File: config.mk
export PLATFORM = sky130hd
export DESIGN_NAME = vga_timing_gen
export DESIGN_NICKNAME = d
export VERILOG_FILES = /design/src/rtl/vga_timing_gen.sv
export SDC_FILE = /design/constraint.sdc
export NUM_CORES = 1
export LEC_CHECK = 0
export CAP_MARGIN = 10
export CORE_ASPECT_RATIO = 0.75
export CORE_MARGIN = 4
export CORE_UTILIZATION = 54
export CTS_BUF_LIST = sky130_fd_sc_hd__clkbuf_4 sky130_fd_sc_hd__clkbuf_8
export CTS_CLUSTER_DIAMETER = 80
export DETAILED_ROUTE_END_ITERATION = 8
export GPL_TIMING_DRIVEN = 0
export HOLD_SLACK_MARGIN = 0.06
export PLACE_DENSITY = 0.91
export SLEW_MARGIN = 10
export SYNTH_ARGS = -nofsm -noshare
export SYNTH_HDL_FRONTEND = slang
export SYNTH_SLANG_ARGS = --single-unit
File: constraint.sdc
create_clock -name clk -period 3.1 [get_ports clk]
set_clock_uncertainty 0.15 [all_clocks]
set_input_delay 0.465 -clock clk [delete_from_list [all_inputs] [get_ports clk]]
set_output_delay 0.465 -clock clk [all_outputs]
set_load 0.01 [all_outputs]
File: src/rtl/vga_timing_gen.sv
// vga_timing_gen: raster counters with registered sync/blank/frame-end flags, all zero-skew to the counts.
// Optional 16-bit frame counter port is enabled with `define VGA_TIMING_FRAME_CNT_EN.
module vga_timing_gen #(
  parameter int H_ACTIVE = 1024,
  parameter int H_FP     = 24,
  parameter int H_SYNC   = 136,
  parameter int H_BP     = 160,
  parameter int V_ACTIVE = 768,
  parameter int V_FP     = 3,
  parameter int V_SYNC   = 6,
  parameter int V_BP     = 29,
  parameter bit SYNC_POL = 1'b1
) (
  input  logic        clk,
  input  logic        rst,
  output logic [10:0] hcount_out,
  output logic [10:0] vcount_out,
  output logic        hsync_out,
  output logic        vsync_out,
  output logic        hblnk_out,
  output logic        vblnk_out,
`ifdef VGA_TIMING_FRAME_CNT_EN
  output logic        frame_end_out,
  output logic [15:0] frame_cnt_out
`else
  output logic        frame_end_out
`endif
);

  localparam int H_TOTAL = H_ACTIVE + H_FP + H_SYNC + H_BP;
  localparam int V_TOTAL = V_ACTIVE + V_FP + V_SYNC + V_BP;

  generate
    if (H_TOTAL > 2048 || V_TOTAL > 2048) begin : g_bad_geometry
      $error("vga_timing_gen: H_TOTAL/V_TOTAL must not exceed 2048");
    end
  endgenerate

  localparam logic [10:0] H_LAST   = 11'(H_TOTAL - 1);
  localparam logic [10:0] V_LAST   = 11'(V_TOTAL - 1);
  localparam logic [10:0] HB_START = 11'(H_ACTIVE);
  localparam logic [10:0] HS_START = 11'(H_ACTIVE + H_FP);
  localparam logic [10:0] HS_END   = 11'(H_ACTIVE + H_FP + H_SYNC - 1);
  localparam logic [10:0] VB_START = 11'(V_ACTIVE);
  localparam logic [10:0] VS_START = 11'(V_ACTIVE + V_FP);
  localparam logic [10:0] VS_END   = 11'(V_ACTIVE + V_FP + V_SYNC - 1);

  logic [10:0] r_hcount;
  logic [10:0] r_vcount;
  logic        r_hsync;
  logic        r_vsync;
  logic        r_hblnk;
  logic        r_vblnk;
  logic        r_frame_end;

  logic        w_h_wrap;
  logic        w_v_wrap;
  logic [10:0] w_hcount_nxt;
  logic [10:0] w_vcount_nxt;
  logic        w_hsync_act;
  logic        w_vsync_act;

  assign w_h_wrap     = (r_hcount == H_LAST);
  assign w_v_wrap     = (r_vcount == V_LAST);
  assign w_hcount_nxt = w_h_wrap ? 11'd0 : r_hcount + 11'd1;
  assign w_vcount_nxt = w_h_wrap ? (w_v_wrap ? 11'd0 : r_vcount + 11'd1) : r_vcount;

  // Flags decode the next counts so they land in the same register stage as the counts.
  assign w_hsync_act = (w_hcount_nxt >= HS_START) && (w_hcount_nxt <= HS_END);
  assign w_vsync_act = (w_vcount_nxt >= VS_START) && (w_vcount_nxt <= VS_END);

  always_ff @(posedge clk or posedge rst) begin
    if (rst) begin
      r_hcount    <= 11'd0;
      r_vcount    <= 11'd0;
      r_hsync     <= ~SYNC_POL;
      r_vsync     <= ~SYNC_POL;
      r_hblnk     <= 1'b0;
      r_vblnk     <= 1'b0;
      r_frame_end <= 1'b0;
    end else begin
      r_hcount    <= w_hcount_nxt;
      r_vcount    <= w_vcount_nxt;
      r_hsync     <= w_hsync_act ? SYNC_POL : ~SYNC_POL;
      r_vsync     <= w_vsync_act ? SYNC_POL : ~SYNC_POL;
      r_hblnk     <= (w_hcount_nxt >= HB_START);
      r_vblnk     <= (w_vcount_nxt >= VB_START);
      r_frame_end <= (w_hcount_nxt == H_LAST) && (w_vcount_nxt == V_LAST);
    end
  end

`ifdef VGA_TIMING_FRAME_CNT_EN
  logic [15:0] r_frame_cnt;

  always_ff @(posedge clk or posedge rst) begin
    if (rst) begin
      r_frame_cnt <= 16'd0;
    end else if (w_h_wrap && w_v_wrap) begin
      r_frame_cnt <= r_frame_cnt + 16'd1;
    end
  end

  assign frame_cnt_out = r_frame_cnt;
`endif

  assign hcount_out    = r_hcount;
  assign vcount_out    = r_vcount;
  assign hsync_out     = r_hsync;
  assign vsync_out     = r_vsync;
  assign hblnk_out     = r_hblnk;
  assign vblnk_out     = r_vblnk;
  assign frame_end_out = r_frame_end;

endmodule

==> results.cfg <==
[worst_setup_path]
critPathLaunch = hcount_out[6]
critPathMaxFanout = 10
cp-end-kind = flop
slowest_delay_ns = 0.57
regToRegStartpoint = hcount_out[6]
crit_end = vsync_out
reg2reg_depth = 8
start_kind = flop
crit_chain = buf_6 -> or4b_4 -> nor3_4 -> buf_2 -> nand4_1 -> xnor2_1 -> o21ai_0 -> a2111oi_2
cp.required_ns = 3.11
r2r_setup_slack_ns = 0.15
slowest_stage = or4b_4
worstSetupPathType = flop to flop
reg2reg_to = vsync_out
cp.arrival_ns = 2.96

[synthesis]
async_flop_share_pct = 100
synth_seq_cells = 27
yosysMostFrequentCell = dfrtp_1
synth_top_cell_by_area = dfrtp_1
synth.avg_cell_area_um2 = 9.48
syn_area_um2 = 1560
synth-edff-count = 0
ys_warn_count = 0
synth_cell_types = 45
synth_ff_type = dfrtp_1
seq_area_frac_synth_pct = 43.2
synthTopCellsByArea = dfrtp_1 (43%), nand3_1 (4.8%), xnor2_1 (4.5%)
synth_top_cells_by_count = dfrtp_1 (27), nor2_1 (16), nand3_1 (15), nand2_1 (14), o21ai_0 (10)
syn_inst = 165
yosys.area.top_type_share_pct = 43.2
synth_nets = 171

[die]
design.core.area_um2 = 2680
chipWidth_um = 70.1
die-area_um2 = 3830
start_util_pct = 58.3
fp.dieH_um = 54.6
ioPinCount = 29
placementRows = 16

[detailed_routing]
drc = 0
ant_nets = 0
drt-total-wl_um = 3940
drt-pass1-iter-count = 5
vias = 1436
drt-initial-drc-count = 165
vias_per_cell = 6.16
post_drt_wl_per_cell_um = 16.9

[sta]
maxSlewViolCount = 0
finalSetupViolCount = 0
period_share_pct = 95.1
final-hold-violation-count = 0
rsz0062_at_grt = false
fmax_mhz = 339
worstMarginPinSlew_ns = 1.01
hold_ws_ns = 0.391
fin_crit_ns = 2.95
tns_ns = 0
slew_headroom_pct = 32.3

[place]
hpwl_um = 2910
numPortBuffers = 28
dp_cells = 229
place.gp.congestion = 0.875

[clocking]
cts.clk_slew.worst_paths_ns = 0.09
cts_root_buffer = clkbuf_8
cts_hold_buffers = 0
cts_inserted_buffers = 3
h-tree-depth = 1
tritoncts = done
cts_buffer_depth = 2
cts_sinks = 27
clkLatencyLatePin_ns = 0.28

[global_route]
grt_max_degree = 28
antenna_found_initial = 0
grt_pass1_vias = 1351
track_usage_pct = 22.1
grt_first_pass_wirelength_um = 6440
overflow = 0

[power]
ir_drop_mv = 0.280
power_uw = 568
leakage_uw = 0.000816
power_density_nw_per_um2 = 291

[cells_and_area]
layout-drive-gt1-share_pct = 10.2
instances_no_fill = 233
fillers = 205
nets = 204
area_growth_pct = 24.6
num_antenna_cells = 0
fin_util_pct = 72.7

[outcome]
status = complete, no violations

[run]
drv_cap = 0

[min_path]
worst_hold_path_type = flop to flop
[registers in the layout, indices dropped and copies added (netlist names)]
signal / cells
hblnk_out: 1
vcount_out: 11
hsync_out: 1
frame_end_out: 1
hcount_out: 11
vblnk_out: 1
vsync_out: 1
[area by class of cell]
type,instances,area (um2),share of cell area [%]
sequential,27,677,34.7
tap,36,45.0,2.31
clock buffer,4,48.8,2.50
buffer,7,36.3,1.86
timing repair buffer,28,280,14.4
inverter,8,30.0,1.54
multi-input combinational,123,832,42.7
[report_power, final]
group | internal, uW | switching, uW | total (uW)
Sequential | 352 | 0 | 352
Clock | 101 | 107 | 208
Combinational | 1.16 | 6.67 | 7.83
[cell usage in the layout (no fill, tap or decap), types with 3 or more instances in the layout]
cell type / Yosys / layout
o21ai_0: 10 / 10
nor3_1: 3 / 3
dfrtp_1: 27 / 26
inv_1: 8 / 8
xor2_1: 8 / 8
nand2_1: 14 / 14
clkdlybuf4s50_1: 0 / 28
a211oi_1: 3 / 3
nor2_1: 16 / 16
nand3_1: 15 / 13
nand4_1: 5 / 5
ha_1: 4 / 4
clkbuf_8: 0 / 3
nand2b_1: 3 / 3
xnor2_1: 8 / 8
clkbuf_1: 4 / 4
[repair_timing]
action,in CTS,in global routing
endpoints found under the setup margin,0,2
setup buffers,0,0
resized for setup,0,3
endpoints found under the hold margin,0,0
[how the worst min path moves through the flow]
stage	from	to	slack, ns	cells past startpoint
2_1_floorplan	rst	frame_end_out	0.37	1
3_3_place_gp	vcount_out[7]	vcount_out[7]	0.42	1
3_5_place_dp	vcount_out[7]	vcount_out[7]	0.42	1
4_1_cts	vcount_out[7]	vcount_out[7]	0.43	1
5_1_grt	hcount_out[0]	hcount_out[0]	0.42	1
6_report	hcount_out[0]	hcount_out[0]	0.39	1
[through the flow]
step | area [um2] | setup slack, ns
2_1_floorplan | 1560 | 0.517
3_3_place_gp | 1890 | 0.227
3_5_place_dp | 1890 | 0.153
4_1_cts | 1940 | 0.132
5_1_grt | 1950 | 0.0314
6_report | 1950 | 0.151
[logic make-up (layout without fill, tap and decap cells)]
logic type	after synthesis	count (layout)	share of synthesized area, %
compound gates	28	28	13.2
xor+xnor	16	16	8.96
fa+ha+maj	4	4	3.20
buf+inv	15	47	4.24
flops	27	27	43.2
simple gates	75	75	27.2
[routing by layer]
layer / global-route usage (%) / vias up / wire (um)
met5: 0 / - / 0
met4: 8.92 / 0 / 99
met3: 5.32 / 16 / 361
met2: 36.2 / 96 / 1850
met1: 29.0 / 662 / 1640
li1: - / 662 / -
[worst max-delay path: cells and delay by family (launching register included)]
kind	cells	cell delay, ns
XOR/XNOR	1	0.17
buffers and inverters	2	0.43
AO/OA/AOI/OAI	2	0.72
AND/OR/NAND/NOR	3	0.94
flip-flops	1	0.41
(Power assumes the default switching activity.)
